### src/rtl/regbank_rr_arb_pkg.sv
// Shared types for the round-robin register bank: controller state, response record,
// requester limit and the pointer wrap helper.
package regbank_arb_pkg;

    localparam int MAX_NUM_REQ    = 8;
    localparam int MAX_DATA_WIDTH = 64;

    typedef enum logic {
        ARB    = 1'b0,
        LOCKED = 1'b1
    } arb_state_e;

    typedef struct packed {
        logic [MAX_NUM_REQ-1:0]    valid;
        logic [MAX_DATA_WIDTH-1:0] rdata;
    } rsp_t;

    function automatic int rr_next(input int idx, input int n);
        return (idx + 1 >= n) ? 0 : idx + 1;
    endfunction

endpackage

### src/rtl/regbank_rr_arb_if.sv
// Request/response bundle between CSR-issuing agents and the register bank controller.
// req_lock_i only exists when REGBANK_ARB_LOCK_EN is defined.
interface regbank_rr_arb_if #(
    parameter int NUM_REQ    = 4,
    parameter int ADDR_WIDTH = 4,
    parameter int DATA_WIDTH = 32
);

    logic [NUM_REQ-1:0]                 req_valid_i;
    logic [NUM_REQ-1:0]                 req_ready_o;
    logic [NUM_REQ-1:0]                 req_we_i;
    logic [NUM_REQ-1:0][ADDR_WIDTH-1:0] req_addr_i;
    logic [NUM_REQ-1:0][DATA_WIDTH-1:0] req_wdata_i;
`ifdef REGBANK_ARB_LOCK_EN
    logic [NUM_REQ-1:0]                 req_lock_i;
`endif
    logic [NUM_REQ-1:0]                 rsp_valid_o;
    logic [DATA_WIDTH-1:0]              rsp_rdata_o;

    modport master (
        output req_valid_i,
        output req_we_i,
        output req_addr_i,
        output req_wdata_i,
`ifdef REGBANK_ARB_LOCK_EN
        output req_lock_i,
`endif
        input  req_ready_o,
        input  rsp_valid_o,
        input  rsp_rdata_o
    );

    modport slave (
        input  req_valid_i,
        input  req_we_i,
        input  req_addr_i,
        input  req_wdata_i,
`ifdef REGBANK_ARB_LOCK_EN
        input  req_lock_i,
`endif
        output req_ready_o,
        output rsp_valid_o,
        output rsp_rdata_o
    );

endinterface

### src/rtl/dfferc.sv
// Enable-loaded flop with asynchronous active-low reset to a parameterised value.
module dfferc #(
    parameter int            W       = 1,
    parameter logic [W-1:0]  RST_VAL = '0
) (
    input  logic         clk_i,
    input  logic         rst_n_i,
    input  logic         en_i,
    input  logic [W-1:0] d_i,
    output logic [W-1:0] q_o
);

    always_ff @(posedge clk_i or negedge rst_n_i) begin
        if (!rst_n_i) begin
            q_o <= RST_VAL;
        end else if (en_i) begin
            q_o <= d_i;
        end
    end

endmodule

### src/rtl/regbank_rr_arb_rr_pick.sv
// Combinational one-hot priority picker: first set request at or after ptr_i, wrapping
// modulo N.
module rr_pick #(
    parameter int N  = 4,
    parameter int PW = 2
) (
    input  logic [N-1:0]  req_i,
    input  logic [PW-1:0] ptr_i,
    output logic [N-1:0]  gnt_o,
    output logic [PW-1:0] idx_o,
    output logic          any_o
);

    logic [PW-1:0] cand;

    always_comb begin
        gnt_o = '0;
        idx_o = '0;
        any_o = 1'b0;
        cand  = '0;
        for (int off = 0; off < N; off++) begin
            cand = PW'((int'(ptr_i) + off) % N);
            if (!any_o && req_i[cand]) begin
                any_o       = 1'b1;
                gnt_o[cand] = 1'b1;
                idx_o       = cand;
            end
        end
    end

endmodule

### src/rtl/regbank_rr_arb.sv
// Shared configuration register bank behind a round-robin access controller, one grant
// per cycle, registered response one cycle later. Grant locking under REGBANK_ARB_LOCK_EN.
//   state  | meaning
//   ARB    | round-robin among all valid requesters starting at ptr
//   LOCKED | only owner may be granted until it releases the lock
module regbank_rr_arb
    import regbank_arb_pkg::*;
#(
    parameter int                    NUM_REQ    = 4,
    parameter int                    ADDR_WIDTH = 4,
    parameter int                    DATA_WIDTH = 32,
    parameter logic [DATA_WIDTH-1:0] RESET_VAL  = '0
) (
    input logic             clk_i,
    input logic             rst_n_i,
    regbank_rr_arb_if.slave bus
);

    localparam int PTR_W = $clog2(NUM_REQ);
    localparam int DEPTH = 2 ** ADDR_WIDTH;

    logic [NUM_REQ-1:0]              lock_mask;
    logic [NUM_REQ-1:0]              elig;
    logic [NUM_REQ-1:0]              gnt;
    logic [PTR_W-1:0]                gidx;
    logic                            xfer;
    logic [PTR_W-1:0]                ptr_q;
    logic [PTR_W-1:0]                ptr_d;
    logic                            sel_we;
    logic [ADDR_WIDTH-1:0]           sel_addr;
    logic [DATA_WIDTH-1:0]           sel_wdata;
    logic [DEPTH-1:0][DATA_WIDTH-1:0] bank_q;
    logic [NUM_REQ-1:0]              rsp_valid_q;
    logic [DATA_WIDTH-1:0]           rsp_rdata_q;
    logic [DATA_WIDTH-1:0]           rsp_rdata_d;

    // Reset gates eligibility so ready stays low while rst_n_i is asserted.
    assign elig = bus.req_valid_i & lock_mask & {NUM_REQ{rst_n_i}};

    rr_pick #(
        .N  (NUM_REQ),
        .PW (PTR_W)
    ) u_pick (
        .req_i (elig),
        .ptr_i (ptr_q),
        .gnt_o (gnt),
        .idx_o (gidx),
        .any_o (xfer)
    );

    assign bus.req_ready_o = gnt;

    assign sel_we    = bus.req_we_i[gidx];
    assign sel_addr  = bus.req_addr_i[gidx];
    assign sel_wdata = bus.req_wdata_i[gidx];

    assign ptr_d = PTR_W'(rr_next(int'(gidx), NUM_REQ));

    dfferc #(
        .W       (PTR_W),
        .RST_VAL ('0)
    ) u_ptr (
        .clk_i   (clk_i),
        .rst_n_i (rst_n_i),
        .en_i    (xfer),
        .d_i     (ptr_d),
        .q_o     (ptr_q)
    );

    for (genvar i = 0; i < DEPTH; i++) begin : g_bank
        logic wr_en;
        assign wr_en = xfer && sel_we && (sel_addr == ADDR_WIDTH'(i));

        dfferc #(
            .W       (DATA_WIDTH),
            .RST_VAL (RESET_VAL)
        ) u_entry (
            .clk_i   (clk_i),
            .rst_n_i (rst_n_i),
            .en_i    (wr_en),
            .d_i     (sel_wdata),
            .q_o     (bank_q[i])
        );
    end

    // Only one op per cycle, so a read never races a write to the same entry.
    assign rsp_rdata_d = (xfer && !sel_we) ? bank_q[sel_addr] : '0;

    dfferc #(
        .W       (NUM_REQ),
        .RST_VAL ('0)
    ) u_rsp_valid (
        .clk_i   (clk_i),
        .rst_n_i (rst_n_i),
        .en_i    (1'b1),
        .d_i     (gnt),
        .q_o     (rsp_valid_q)
    );

    dfferc #(
        .W       (DATA_WIDTH),
        .RST_VAL ('0)
    ) u_rsp_rdata (
        .clk_i   (clk_i),
        .rst_n_i (rst_n_i),
        .en_i    (1'b1),
        .d_i     (rsp_rdata_d),
        .q_o     (rsp_rdata_q)
    );

    assign bus.rsp_valid_o = rsp_valid_q;
    assign bus.rsp_rdata_o = rsp_rdata_q;

`ifdef REGBANK_ARB_LOCK_EN
    arb_state_e       state_q;
    arb_state_e       state_d;
    logic [0:0]       state_raw;
    logic [PTR_W-1:0] owner_q;
    logic [PTR_W-1:0] owner_d;

    dfferc #(
        .W       (1),
        .RST_VAL (1'b0)
    ) u_state (
        .clk_i   (clk_i),
        .rst_n_i (rst_n_i),
        .en_i    (1'b1),
        .d_i     (state_d),
        .q_o     (state_raw)
    );

    assign state_q = arb_state_e'(state_raw);

    dfferc #(
        .W       (PTR_W),
        .RST_VAL ('0)
    ) u_owner (
        .clk_i   (clk_i),
        .rst_n_i (rst_n_i),
        .en_i    (1'b1),
        .d_i     (owner_d),
        .q_o     (owner_q)
    );

    assign lock_mask = (state_q == LOCKED) ? (NUM_REQ'(1) << owner_q) : '1;

    always_comb begin
        state_d = state_q;
        owner_d = owner_q;
        case (state_q)
            ARB: begin
                if (xfer && bus.req_lock_i[gidx]) begin
                    state_d = LOCKED;
                    owner_d = gidx;
                end
            end
            LOCKED: begin
                // In LOCKED any transfer is the owner's; release on unlocked transfer or idle.
                if (!bus.req_lock_i[owner_q] && (xfer || !bus.req_valid_i[owner_q])) begin
                    state_d = ARB;
                end
            end
            default: state_d = ARB;
        endcase
    end
`else
    assign lock_mask = '1;
`endif

endmodule

### src/flat_wrapper.sv
// flat-port wrapper written by rule: the top's interface ports become plain ports
module regbank_rr_arb_flat import regbank_arb_pkg::*;
#(
    parameter int                    NUM_REQ    = 4,
    parameter int                    ADDR_WIDTH = 4,
    parameter int                    DATA_WIDTH = 32,
    parameter logic [DATA_WIDTH-1:0] RESET_VAL  = '0
)
  (clk_i, rst_n_i, bus_req_valid_i, bus_req_we_i, bus_req_addr_i, bus_req_wdata_i, bus_req_ready_o, bus_rsp_valid_o, bus_rsp_rdata_o);
  regbank_rr_arb_if #(.NUM_REQ(NUM_REQ), .ADDR_WIDTH(ADDR_WIDTH), .DATA_WIDTH(DATA_WIDTH)) bus_i ();
  input logic clk_i;
  input logic rst_n_i;
  input wire logic [$bits(bus_i.req_valid_i)-1:0] bus_req_valid_i;
  input wire logic [$bits(bus_i.req_we_i)-1:0] bus_req_we_i;
  input wire logic [$bits(bus_i.req_addr_i)-1:0] bus_req_addr_i;
  input wire logic [$bits(bus_i.req_wdata_i)-1:0] bus_req_wdata_i;
  output wire logic [$bits(bus_i.req_ready_o)-1:0] bus_req_ready_o;
  output wire logic [$bits(bus_i.rsp_valid_o)-1:0] bus_rsp_valid_o;
  output wire logic [$bits(bus_i.rsp_rdata_o)-1:0] bus_rsp_rdata_o;
  assign bus_i.req_valid_i = bus_req_valid_i;
  assign bus_i.req_we_i = bus_req_we_i;
  assign bus_i.req_addr_i = bus_req_addr_i;
  assign bus_i.req_wdata_i = bus_req_wdata_i;
  assign bus_req_ready_o = bus_i.req_ready_o;
  assign bus_rsp_valid_o = bus_i.rsp_valid_o;
  assign bus_rsp_rdata_o = bus_i.rsp_rdata_o;
  regbank_rr_arb #(.NUM_REQ(NUM_REQ), .ADDR_WIDTH(ADDR_WIDTH), .DATA_WIDTH(DATA_WIDTH), .RESET_VAL(RESET_VAL)) u_core (.clk_i(clk_i), .rst_n_i(rst_n_i), .bus(bus_i));
endmodule
### config.mk
export PLATFORM = sky130hd
export DESIGN_NAME = regbank_rr_arb_flat
export DESIGN_NICKNAME = d
export VERILOG_FILES = /design/src/rtl/regbank_rr_arb_pkg.sv /design/src/rtl/regbank_rr_arb_if.sv /design/src/rtl/dfferc.sv /design/src/rtl/regbank_rr_arb_rr_pick.sv /design/src/rtl/regbank_rr_arb.sv /design/src/flat_wrapper.sv
export SDC_FILE = /design/constraint.sdc
export NUM_CORES = 1
export LEC_CHECK = 0
export BUFFER_PORTS_ARGS = -buffer_cell sky130_fd_sc_hd__clkbuf_2
export CAP_MARGIN = 15
export CORE_AREA = 2 2 225 227
export DETAILED_ROUTE_END_ITERATION = 7
export DIE_AREA = 0 0 227 229
export PLACE_DENSITY_LB_ADDON = 0.25
export SYNTH_ARGS = -nofsm -noshare
export SYNTH_HDL_FRONTEND = slang
export SYNTH_SLANG_ARGS = --single-unit
### constraint.sdc
create_clock -name clk_i -period 3.9 [get_ports clk_i]
set_input_delay 0.78 -clock clk_i [delete_from_list [all_inputs] [get_ports clk_i]]
set_output_delay 0.78 -clock clk_i [all_outputs]
set_load 0.03 [all_outputs]
* Word-level counts from Yosys, hierarchy flattened
Index checks and enable logic that the tools add are counted.
** Word-level totals
- Word-level logic and storage cells :: 121
- Bits of input ports :: 154
- Bits in registers :: 550
** Cells by class
- Bitwise operators :: 4
- Add/subtract/negate cells :: 4
- Mux-type cells :: 38
- Reduce and logical (&&, ||, !) cells :: 30
- Order comparisons :: 11
- Eq/ne operators :: 15
** Operator list (count)
- binary-select mux 32 bit (select 4 bit) :: 1
- two-way mux 32 bit :: 3
- binary-select mux 32 bit (select 2 bit) :: 1
- == test 4 bit, second input constant :: 8
- logical AND 1 bit :: 25
- two-way mux 4 bit :: 5
- == test 4 x 3 -> 1 bit, second input constant :: 4
- < comparator 2 x 3 -> 1 bit, second input constant :: 5
- two-way mux 1 bit :: 13
- OR 4 bit :: 3
- binary-select mux 1 bit (select 2 bit) :: 5
- two-way mux 2 bit :: 5
- binary-select mux 4 bit (select 2 bit) :: 1
- demux 1 bit (select 2 bit) :: 4
- == test 4 x 2 -> 1 bit, second input constant :: 2
- >= comparator 2 x 1 -> 1 bit, second input constant :: 4
- < comparator 4 x 5 -> 1 bit, second input constant :: 1
- adder 2 bit, second input constant :: 2
- bitwise AND 4 bit :: 1
- == test 4 x 1 -> 1 bit, second input constant :: 1
- zero test 1 bit :: 4
- zero test 4 bit :: 1
- adder 2 x 1 -> 3 bit, second input constant :: 1
- >= comparator 3 bit, second input constant :: 1
- adder 2 x 1 -> 2 bit, second input constant :: 1

* Depth between registers and ports, before layout
Gate-level depths: netlist (run 1).
- Depth after elaboration :: 18
- Mapped depth :: 16

* Cells and area by module
From an unflattened synthesis (run 1), not the netlist that was laid out.
** Second synthesis, totals
- Cell total of the unflattened synthesis :: 1670
- Area, all modules :: 28576.2 µm²
** Modules (own cells, without submodules)
- dfferc at u_core.g_bank[0].u_entry ... :: cells an instance 68, times used 17, area an instance 1345.0 µm²
- regbank_rr_arb :: cells an instance 457, times used 1, area an instance 5071.1 µm²
- rr_pick :: cells an instance 45, times used 1, area an instance 421.7 µm²
- dfferc at u_core.u_rsp_valid :: cells an instance 8, times used 1, area an instance 145.1 µm²
- dfferc at u_core.u_ptr :: cells an instance 4, times used 1, area an instance 72.6 µm²

* Worst setup path after synthesis (run 1)
OpenSTA, ideal clock, no wires.
- Kind :: reg2reg
- From :: register u_core.u_ptr.q_o[0]
- To :: register u_core.g_bank[11].u_entry.q_o[11]
- Path buffers :: 3
- Data required time :: 3775 ps
- Data arrival time :: 3699 ps
- Path slack :: 77 ps
- Cell stages (with the launch flop) :: 15
- Setup time :: 125 ps
- Cell sequence :: dfrtp_1 > buf_4 > clkinv_1 > ha_1 > and2_1 > a2bb2oi_2 > o21ai_1 > buf_2 > and3_1 > o311ai_0 > o21a_1 > nor4_2 > nand2_1 > buf_2 > mux2_2
** On the way
- Cells in the longest elaborated chain, start to end :: 16
** Ends and longest elaborated chain
- from (decl) :: line dfferc.sv:10 : output logic [W-1:0] q_o
- from (signal assigned) :: line dfferc.sv:17 : q_o <= d_i;
- branches (longest 16 deep; another with adder 2 x 1 -> 2 bit)
- to (signal assigned) :: line dfferc.sv:17
- to (decl) :: line dfferc.sv:10
Several ways; the timed one is not identified. The select of a mux whose other input is x is not followed.
A chain may end at the register's enable or synchronous reset.

* Worst setup path after layout (run 1)
- From :: register u_core.u_ptr.q_o[1]
- To :: register u_core.u_rsp_rdata.q_o[7]
** On the way
- Cells in the longest elaborated chain, start to end :: 17
** Ends and longest elaborated chain
- branches (longest 16 deep; another with adder 2 x 1 -> 2 bit)
- two-way mux 32 bit (*) :: line regbank_rr_arb.sv:87 : assign rsp_rdata_d = (xfer && !sel_we) ? bank_q[sel_addr] : '0;
- via u_core.rsp_rdata_d[7] :: line regbank_rr_arb.sv:35 : logic [DATA_WIDTH-1:0] rsp_rdata_d;
- to (signal assigned) :: line dfferc.sv:17
- to (decl) :: line dfferc.sv:10
Mark *: on every way through the listed nets, which the timed path passes. The select of a mux whose other input is x is not followed.

==> impl_results.md, run 1 <==
- Outcome: finished clean
- Drt total wl: 76,430 um
- Via-per-instance ratio: 6.293
- Yosys top cell by area: dfrtp_1
- Die width: 227 um
- Synthesized net count: 2,450
- Syn_area_per_cell: 11.80 um^2
- Final worst slack: 0.1320 ns
- Synth area leaders: dfrtp_1 51%, mux2_2 17%, mux2_1 7.3%
- Hold slack: 0.3450 ns
- GRT Overall Usage: 0.2966
- CTS tree: done
- Largest net degree at the start of global routing: 154
- Initial DRT Pass Iterations: 5
- Hold Vio Cnt, Final: 0
- Core area: 49,660 um^2
- Final Net Count: 2,624
- Synth async-reset ratio: 1.000
- Min Tclk post-route: 3.768 ns
- CP Launch Type: flip-flop
- Initial antenna violation count: 1
- H-tree level count: 2
- Finished Cell Area: 31,400 um^2
- Tot Pwr: 27.27 mW
- CTS root buffer: clkbuf_16
- Dpl ws: -0.2008 ns
- Top cell type's share of synthesized area: 0.5088
- Residual DRC: 0
- F_max: 265.4 MHz
- Total gr overflow: 0
- Placed Area: 29,520 um^2
- Slew Viols, Final: 0
- Leakage: 14.61 nW
- Cell area after synthesis: 27,050 um^2
- I/O Buffers: 193
- Relative slew slack: 0.2237
- Yosys reg bits: 550
- Layout cells sized above 1: 0.3429
- Worst Path Max Fanout: 17
- Max rail drop VDD: 0.0009173 V
- Fill cells: 3,916
- Critical path data arrival time: 4.20 ns
- Total die area: 51,980 um^2
- Post-DP HPWL: 46,110 um
- Setup repair bufs after CTS: 0
- Total clock sinks: 550
- Avg WL per Cell: 24.05 um
- CP Class: flip-flop to flip-flop
- Period utilization: 0.9661
- Area Overhead vs Synth: 16.09%
- Post-synth EDFFs: 0
- Critical path endpoint category: flip-flop
- Cell Rows: 82
- Die Y-Extent: 229 um
- Worst slew pin tran: 1.165 ns
- Routability-driven placement congestion ratio: 0.8697
- Post-Synthesis Cells: 2,292
- Most common flop cell mapped by yosys: dfrtp_1
- RSZ-0062 raised after global routing: false
- Initial Util: 0.5448
- Power per cell area: 868.5 nW/um^2
- Clk_lat worst skew: 0.60 ns
- Antenna-violating nets left: 0
- Hold Crit Class: input pin to async pin
- 1st-iter DRT viols: 1,766
- Synth Warn #: 0
- Number of global-route vias before repair: 20,640
- First-pass GRT wire length: 118,300 um
- Worst Path Required: 4.33 ns
- Final Util: 0.6324
- Buffer depth of the longest clock path: 3
- Seq/Total Area, Yosys: 0.5088
- Max cap viols: 0
- Final setup viols: 0
- Worst-path clk slew: 0.06 ns
- Clk_skew: 0.01857 ns
- Routed vias: 20,000
- CTS Buf Count: 55
- I/O pins: 194
- Synth unique cells: 55
-- state kept, by name, summed over array words and instances (netlist names) --
register,count
u_core.g_bank.u_entry.q_o,512
u_core.u_rsp_rdata.q_o,32
u_core.u_rsp_valid.q_o,4
u_core.u_ptr.q_o,2
-- through the flow --
stage               TNS (ns)  cells
global placement      -3.770   3072
finish                     0   3178
detailed placement    -22.78   3073
floorplan                  0   2292
CTS                        0   3169
global route               0   3177
-- worst max-delay path, stage by stage, from the launching register on --
cell and delay, ns:
dfrtp_1 0.37, inv_1 0.14, ha_1 0.31, and2_1 0.18
a2bb2oi_2 0.21, o21a_1 0.32, buf_4 0.19, nand3_1 0.11
and3_1 0.25, buf_4 0.24, a211oi_4 0.49, buf_4 0.38
nand4_1 0.14, nand3_1 0.12, o211ai_1 0.14
-- cells by family after synthesis --
family,count (synthesis),share of synthesized area
xor gates and xnor gates,2,0.0006476
muxes,678,0.2777
AOI/OAI and AO/OA,285,0.07835
buffers and inverters,216,0.03413
adders and majority gates,4,0.001850
and+or+nand+nor,557,0.09856
DFF,550,0.5088
-- cell type report --
class	count	area, um^2	area share
inverters	9	33.78	0.001076
clock buffers	88	1673	0.05327
diodes	1	2.502	0.00007968
flip-flops and latches	550	13760	0.4383
clock inverters	8	48.80	0.001554
repair buffers	324	2450	0.07801
multi-input cells	1526	12590	0.4010
well taps	672	840.8	0.02677
-- synth_stat cells (2+ instances only) --
master and count:
dfrtp_1 550, a32o_1 30, nor2_1 45, clkbuf_1 127
inv_1 8, and3_1 43, a222oi_1 4, nand2b_1 2
o211ai_1 70, a32oi_1 3, o21ai_1 3, ha_1 4
nand2_1 219, a211o_1 33, mux2_1 176, o2111ai_1 3
a21oi_1 37, buf_1 11, a21boi_0 3, nor3b_1 3
buf_2 63, nand4_1 67, o21ai_0 37, o311ai_1 2
xnor2_1 2, nor3_1 2, nor4_4 2, mux2_2 401
o211a_1 2, or4_1 2, o22ai_1 2, mux2i_1 100
a2bb2oi_1 3, a211oi_1 40, nand3_1 164, nor4_2 2
buf_6 3, buf_4 3, or3_1 2, o21a_1 4
-- power by group --
group | total [mW] | switching (mW) | internal [mW]
clock network | 5.09 | 2.17 | 2.91
registers | 9.54 | 1.31 | 8.23
logic | 12.7 | 7.37 | 5.28
-- path summary, 6_finish.rpt --
kind                                             startpoint                          endpoint  slack (ns)  cells past startpoint
setup / recovery                        u_core.u_ptr.q_o[1]         u_core.u_rsp_rdata.q_o[7]        0.13                     14
hold / removal                                      rst_n_i  u_core.g_bank[9].u_entry.q_o[17]        0.34                      2
setup reg to reg                        u_core.u_ptr.q_o[1]         u_core.u_rsp_rdata.q_o[7]        0.13                     14
hold reg to reg            u_core.g_bank[8].u_entry.q_o[26]  u_core.g_bank[8].u_entry.q_o[26]        0.48                      1
max in group asynchronous                           rst_n_i  u_core.g_bank[13].u_entry.q_o[7]        1.21                      5
min in group clk_i         u_core.g_bank[8].u_entry.q_o[26]  u_core.g_bank[8].u_entry.q_o[26]        0.48                      1
-- timing repair --
item                                    in CTS  in global routing
hold buffers                                 0                  0
resized for setup                            0                 17
endpoints found under the setup margin       0                300
-- cells in the final DEF, fill, tap and decap left out, types with 39 or more instances in the layout --
cell	netlist	layout
a211oi_1	40	39
and3_1	43	43
buf_4	3	91
clkbuf_16	0	57
clkbuf_2	0	192
dfrtp_1	550	550
mux2_1	176	176
mux2_2	401	401
mux2i_1	100	100
nand2_1	219	202
nand3_1	164	161
nand4_1	67	67
nor2_1	45	41
o211ai_1	70	70
-- per-layer routing --
| metal | vias up | part of all wire | GRT usage |
|---|---|---|---|
| met1 | 10270 | 0.43 | 0.4036 |
| met3 | 202 | 0.068 | 0.05119 |
| met5 | - | 0.00010 | 0 |
| li1 | 8739 | - | - |
| met2 | 790 | 0.47 | 0.4755 |
| met4 | 2 | 0.036 | 0.1146 |
No activity file was read; power rests on OpenSTA's default activity.
==> run 2, diff against run 1 <==
--- a/config.mk
+++ b/config.mk
@@ -5,11 +5,12 @@
 export SDC_FILE = /design/constraint.sdc
 export NUM_CORES = 1
 export LEC_CHECK = 0
+export ABC_AREA = 1
 export BUFFER_PORTS_ARGS = -buffer_cell sky130_fd_sc_hd__clkbuf_2
 export CAP_MARGIN = 15
-export CORE_AREA = 2 2 225 227
+export CORE_AREA = 2 2 171 298
 export DETAILED_ROUTE_END_ITERATION = 7
-export DIE_AREA = 0 0 227 229
+export DIE_AREA = 0 0 173 300
 export PLACE_DENSITY_LB_ADDON = 0.25
 export SYNTH_ARGS = -nofsm -noshare
 export SYNTH_HDL_FRONTEND = slang
==> run 2 against run 1 <==
Count of clock-buffer cells in the layout is 20 lower. Area after synthesis shrank 0.32%. Final cell count increased by 35%. Critical endpoint is now u_core.g_bank[0].u_entry.q_o[14].
==> impl_results.md, run 2 <==
- Outcome: finished clean
- Final setup viols: 0
- Buffer depth of the longest clock path: 3
- CP Launch Type: flip-flop
- Cell mode on critical path: nand2_4
- Critical path data arrival time: 4.05 ns
- Storage element area: 13,760 um^2
- Antenna Cells: 0
- Most frequent cells in the layout: 1,279 x nand2_1, 639 x o21ai_1, 549 x dfrtp_1
- Relative slew slack: 0.2960
- Fill cells: 4,594
- Most common cell after layout, fill and taps aside: nand2_1
- CP max-delay cell: dfrtp_1
- RR Endpoint: u_core.g_bank[0].u_entry.q_o[14]
- Core area: 49,460 um^2
- Synth Warn #: 0
- R2R Path Start: u_core.u_ptr.q_o[1]
- Placed Cells: 4,193
- Clk_skew: 0.01788 ns
- F_max: 275.5 MHz
- CTS tree: done
- Slowest stage delay, CP: 0.47 ns
- Syn_area_per_cell: 7.698 um^2
- Residual DRC: 0
- Cell area after synthesis: 26,960 um^2
- Setup_tns: 0 ns
- CTS root buffer: clkbuf_16
- Total gr overflow: 0
- Cell Rows: 108
- Top post-synthesis cells by count: 1,279 x nand2_1, 639 x o21ai_1, 550 x dfrtp_1
- Register-to-register setup slack: 0.27 ns
- Area Overhead vs Synth: 12.16%
- Slew Viols, Final: 0
- 1st-iter DRT viols: 2,049
- Worst Path Max Fanout: 34
- Post-Layout Cell Count: 4,285
- Die Y-Extent: 300 um
- Seq/Total Area, Yosys: 0.5104
- H-tree level count: 2
- Top cell type's share of synthesized area: 0.5104
- Hold Crit Class: input pin to async pin
- Total clock sinks: 550
- Avg WL per Cell: 17.98 um
- Min Tclk post-route: 3.629 ns
- Worst Path Required: 4.32 ns
- GRT Overall Usage: 0.2995
- Synthesized net count: 3,661
- Hold Vio Cnt, Final: 0
- Clk_lat worst skew: 0.59 ns
- Final Util: 0.6115
- Final Net Count: 3,748
- Largest Register: u_core.g_bank.u_entry.q_o
- Layout cells sized above 1: 0.1219
- Initial Util: 0.5452
- CTS Buf Count: 51
- Total die area: 51,900 um^2
- Worst slew pin tran: 1.055 ns
- Routability-driven placement congestion ratio: 0.8946
- FF-to-FF path depth: 19
- Post-Synthesis Cells: 3,503
- Yosys top cell by area: dfrtp_1
- Number of global-route vias before repair: 22,330
- Initial DRT Pass Iterations: 5
- Top flop regs: u_core.g_bank.u_entry.q_o: 512 flops, u_core.u_rsp_rdata.q_o: 32 flops, u_core.u_rsp_valid.q_o: 4 flops
- Via-per-instance ratio: 5.411
- Drt total wl: 77,070 um
- RSZ-0062 raised after global routing: true
- Buf/Inv on CP: 5
- Hold-fix buffers at CTS: 0
- Initial antenna violation count: 0
- Most common flop cell mapped by yosys: dfrtp_1
- Multi-input logic area: 10,800 um^2
- Largest net degree at the start of global routing: 153
- Most frequent cell after synthesis: nand2_1
- Critical path's top delay family: simple AND/OR/NAND/NOR gates
- Yosys reg bits: 550
- Synth async-reset ratio: 1.000
- CP Class: flip-flop to flip-flop
- I/O pins: 194
- Final worst slack: 0.2707 ns
- Post-DP HPWL: 49,330 um
- First-pass GRT wire length: 122,400 um
- Post-synth EDFFs: 0
- Max reg flops: 512
- I/O Buffers: 193
- Worst-path clk slew: 0.07 ns
- Critical path endpoint category: flip-flop
- Die width: 173 um
- Synth unique cells: 32
- Dpl ws: 0.1478 ns
- Crit-path cells: inv_1 > ha_1 > inv_1 > nand3_1 > nand2_2 > nand4_4 > nand2_1 > nand2_4 > nand2_4 > buf_4 > o21ai_1 > o21ai_2 > nand2_4 > nor3_4 > buf_4 > nand2_4 > buf_4 > nand2_1 > o21ai_1
- Max cap viols: 0
- Period utilization: 0.9306
- Antenna-violating nets left: 0
- Routed vias: 23,190
- Synth area leaders: dfrtp_1 51%, nand2_1 18%, o21ai_1 12%
==> run 2: cell count changes after synthesis, moves of 94 or more <==
cell,change
mux2i_1,-100
nor2_1,+94
mux2_2,-401
o21ai_1,+636
mux2_1,-176
inv_1,+319
nand2_1,+1060
==> run 2: worst max path at each step <==
stage	from	endpoint	slack (ns)	cells after the start
5_1_grt	u_core.u_ptr.q_o[1]	u_core.g_bank[0].u_entry.q_o[22]	-0.02	19
3_3_place_gp	rst_n_i	u_core.g_bank[5].u_entry.q_o[3]	0.25	19
3_5_place_dp	rst_n_i	u_core.g_bank[12].u_entry.q_o[26]	0.15	17
6_report	u_core.u_ptr.q_o[1]	u_core.g_bank[0].u_entry.q_o[14]	0.27	19
4_1_cts	u_core.u_ptr.q_o[1]	u_core.g_bank[14].u_entry.q_o[17]	0.25	18
2_1_floorplan	rst_n_i	u_core.g_bank[1].u_entry.q_o[11]	0.77	17
==> run 2: metrics by stage <==
step                      area, um^2  hold slack [ns]
after floorplan                26960           0.4536
after global placement         28560           0.4637
after detailed placement       28560           0.4673
after CTS                      30210           0.4061
after global routing           30240           0.4242
final                          30240           0.3912
==> run 2: repair_timing <==
item / in CTS / in global routing
endpoints found under the hold margin: 0 / 0
endpoints found under the setup margin: 0 / 69
buffers inserted: 0 / 4
gates resized for setup: 0 / 2
==> run 2: cell families (layout without fill, tap and decap cells) <==
family	Yosys count	in the layout	share of synthesized area
AND/OR/NAND/NOR	1588	1588	0.2419
AO/OA/AOI/OAI	786	786	0.1557
buffers and inverters	575	697	0.09016
flip-flops	550	550	0.5104
adder cells (fa/ha/maj)	4	4	0.001856
==> run 2: final cells by class <==
cell class                      count  share of cell area
Timing Repair Buffer              275             0.06421
Clock buffer                       68             0.04836
Sequential cell                   550              0.4551
Clock inverter                     20            0.006164
Multi-Input combinational cell   2378              0.3571
Tap cell                          660             0.02730
Inverter                          334             0.04170
==> run 2: layer usage <==
layer  wire length, um  track usage
met5                 0            0
met4              4439       0.1578
met3              3378      0.03250
met2             39570       0.5422
met1             29680       0.3496
==> run 2: worst register-to-register path, delay by kind of cell, from the launching register on <==
family / cells / cell delay, ns
buffers and inverters: 5 / 0.89
DFF: 1 / 0.47
adders and majority gates: 1 / 0.35
and+or+nand+nor: 10 / 1.38
AOI/OAI and AO/OA: 3 / 0.40
Power of run 2 is left out: the tool's default activity adds up to more than one toggle a clock period on the data nets, which glitch-free logic cannot reach.
==> run 3, diff against run 2 <==
--- a/config.mk
+++ b/config.mk
@@ -8,9 +8,11 @@
 export ABC_AREA = 1
 export BUFFER_PORTS_ARGS = -buffer_cell sky130_fd_sc_hd__clkbuf_2
 export CAP_MARGIN = 15
-export CORE_AREA = 2 2 171 298
+export CELL_PAD_IN_SITES_DETAIL_PLACEMENT = 0
+export CELL_PAD_IN_SITES_GLOBAL_PLACEMENT = 1
+export CORE_AREA = 2 2 197 345
 export DETAILED_ROUTE_END_ITERATION = 7
-export DIE_AREA = 0 0 173 300
+export DIE_AREA = 0 0 199 347
 export PLACE_DENSITY_LB_ADDON = 0.25
 export SYNTH_ARGS = -nofsm -noshare
 export SYNTH_HDL_FRONTEND = slang
==> run 3 against run 2 <==
Maximum frequency grew 0.20%. Via count shrank 2.0%. Flip-flop and latch count is the same. Global-route usage shrank 5.6 points. Routed wire length grew 5.7%. Clock skew shrank 0.0039 ns. Sequential share of layout area shrank 0.79 points. Hold slack lost 0.18 ns. First-iteration DRC count shrank 34%.
==> impl_results.md, run 3 (synthesis results as in run 2) <==
- Outcome: finished clean
- Worst Path Max Fanout: 38
- Total die area: 69,050 um^2
- Max cap viols: 0
- Hold-fix buffers at CTS: 0
- Die Y-Extent: 347 um
- F_max: 276.1 MHz
- Critical path data arrival time: 4.08 ns
- Total gr overflow: 0
- FF-to-FF path depth: 19
- Worst slew pin tran: 1.080 ns
- CP Class: flip-flop to flip-flop
- Critical path endpoint category: flip-flop
- Cell Rows: 125
- Drt total wl: 81,460 um
- Area Overhead vs Synth: 14.12%
- Slew Viols, Final: 0
- I/O pins: 194
- Final Net Count: 3,758
- Initial DRT Pass Iterations: 6
- Antenna Cells: 0
- I/O Buffers: 193
- Max reg flops: 512
- GRT Overall Usage: 0.2437
- Most frequent cells in the layout: 1,279 x nand2_1, 639 x o21ai_1, 550 x dfrtp_1
- Routed vias: 22,710
- Total clock sinks: 550
- 1st-iter DRT viols: 1,355
- Residual DRC: 0
- Hold Vio Cnt, Final: 0
- Number of global-route vias before repair: 22,220
- Clk_skew: 0.01400 ns
- Largest Register: u_core.g_bank.u_entry.q_o
- H-tree level count: 2
- CTS root buffer: clkbuf_16
- First-pass GRT wire length: 129,000 um
- Die width: 199 um
- Final setup viols: 0
- Final worst slack: 0.2780 ns
- Dpl ws: 0.08569 ns
- Post-DP HPWL: 51,170 um
- CP Launch Type: flip-flop
- Largest net degree at the start of global routing: 183
- Antenna-violating nets left: 0
- Hold Crit Class: input pin to async pin
- Top flop regs: u_core.g_bank.u_entry.q_o: 512 flops, u_core.u_rsp_rdata.q_o: 32 flops, u_core.u_rsp_valid.q_o: 4 flops
- RSZ-0062 raised after global routing: false
- Initial Util: 0.4076
- Worst Path Required: 4.36 ns
- Min Tclk post-route: 3.622 ns
- Core area: 66,160 um^2
- Most common cell after layout, fill and taps aside: nand2_1
- Period utilization: 0.9287
- Via-per-instance ratio: 5.011
- Setup_tns: 0 ns
- CTS tree: done
- Relative slew slack: 0.2787
- Layout cells sized above 1: 0.1257
- Routability-driven placement congestion ratio: 0.8237
- Final Util: 0.4651
- Buffer depth of the longest clock path: 3
- Initial antenna violation count: 0
- Avg WL per Cell: 17.97 um
- Clk_lat worst skew: 0.62 ns
- Hold slack: 0.2140 ns
- CTS Buf Count: 53
- Worst-path clk slew: 0.06 ns
run 3: worst paths after layout:
path | from | end | slack, ns
max | u_core.u_ptr.q_o[0] | u_core.g_bank[5].u_entry.q_o[17] | 0.28
min | rst_n_i | u_core.u_rsp_valid.q_o[1] | 0.21
max reg2reg | u_core.u_ptr.q_o[0] | u_core.g_bank[5].u_entry.q_o[17] | 0.28
min reg2reg | u_core.g_bank[15].u_entry.q_o[22] | u_core.g_bank[15].u_entry.q_o[22] | 0.48
max in group asynchronous | rst_n_i | u_core.g_bank[1].u_entry.q_o[17] | 1.54
min in group clk_i | u_core.g_bank[15].u_entry.q_o[22] | u_core.g_bank[15].u_entry.q_o[22] | 0.48
run 3: critical path: stages (launching register included):
cell,delay [ns]
dfrtp_1,0.46
inv_2,0.06
ha_1,0.35
inv_1,0.12
nand3_1,0.11
nand2_2,0.13
nand4_4,0.14
nand2_1,0.13
nand2_4,0.08
nand2_4,0.18
inv_4,0.09
nand2_1,0.06
nand3_1,0.16
nand2_8,0.29
inv_4,0.09
nor3_4,0.39
nand2_4,0.09
buf_4,0.33
nand2_1,0.12
o21ai_1,0.07
run 3: cell type report:
cell class              instances  area, um^2
flip-flops and latches        550       13760
fillers                      6828       35390
clock inverters                19       210.2
repair buffers                283        1989
inverters                     334        1261
well taps                     889        1112
multi-input cells            2378       10810
clock buffers                  80        1630
run 3: repair_timing:
action                                 CTS  global route
endpoints found under the hold margin    0             0
resized for setup                        0             0
buffers inserted                         0             1
setup endpoints to repair                0            26
run 3: layer usage:
layer  track usage  wire length [um]  vias to the layer above
li1              -                 -                    11310
met1        0.2951             33570                    10860
met5             0                 0                        -
met3       0.02982              2896                      127
met2        0.4478             42660                      422
met4       0.07097              2332                        0
run 3: metrics by stage:
stage / instances / cell area, um^2
finish: 4533 / 30770
global route: 4533 / 30770
CTS: 4532 / 30760
detailed placement: 4433 / 28920
global placement: 4433 / 28920
floorplan: 3503 / 26960
Power of run 3 is left out for the same reason.
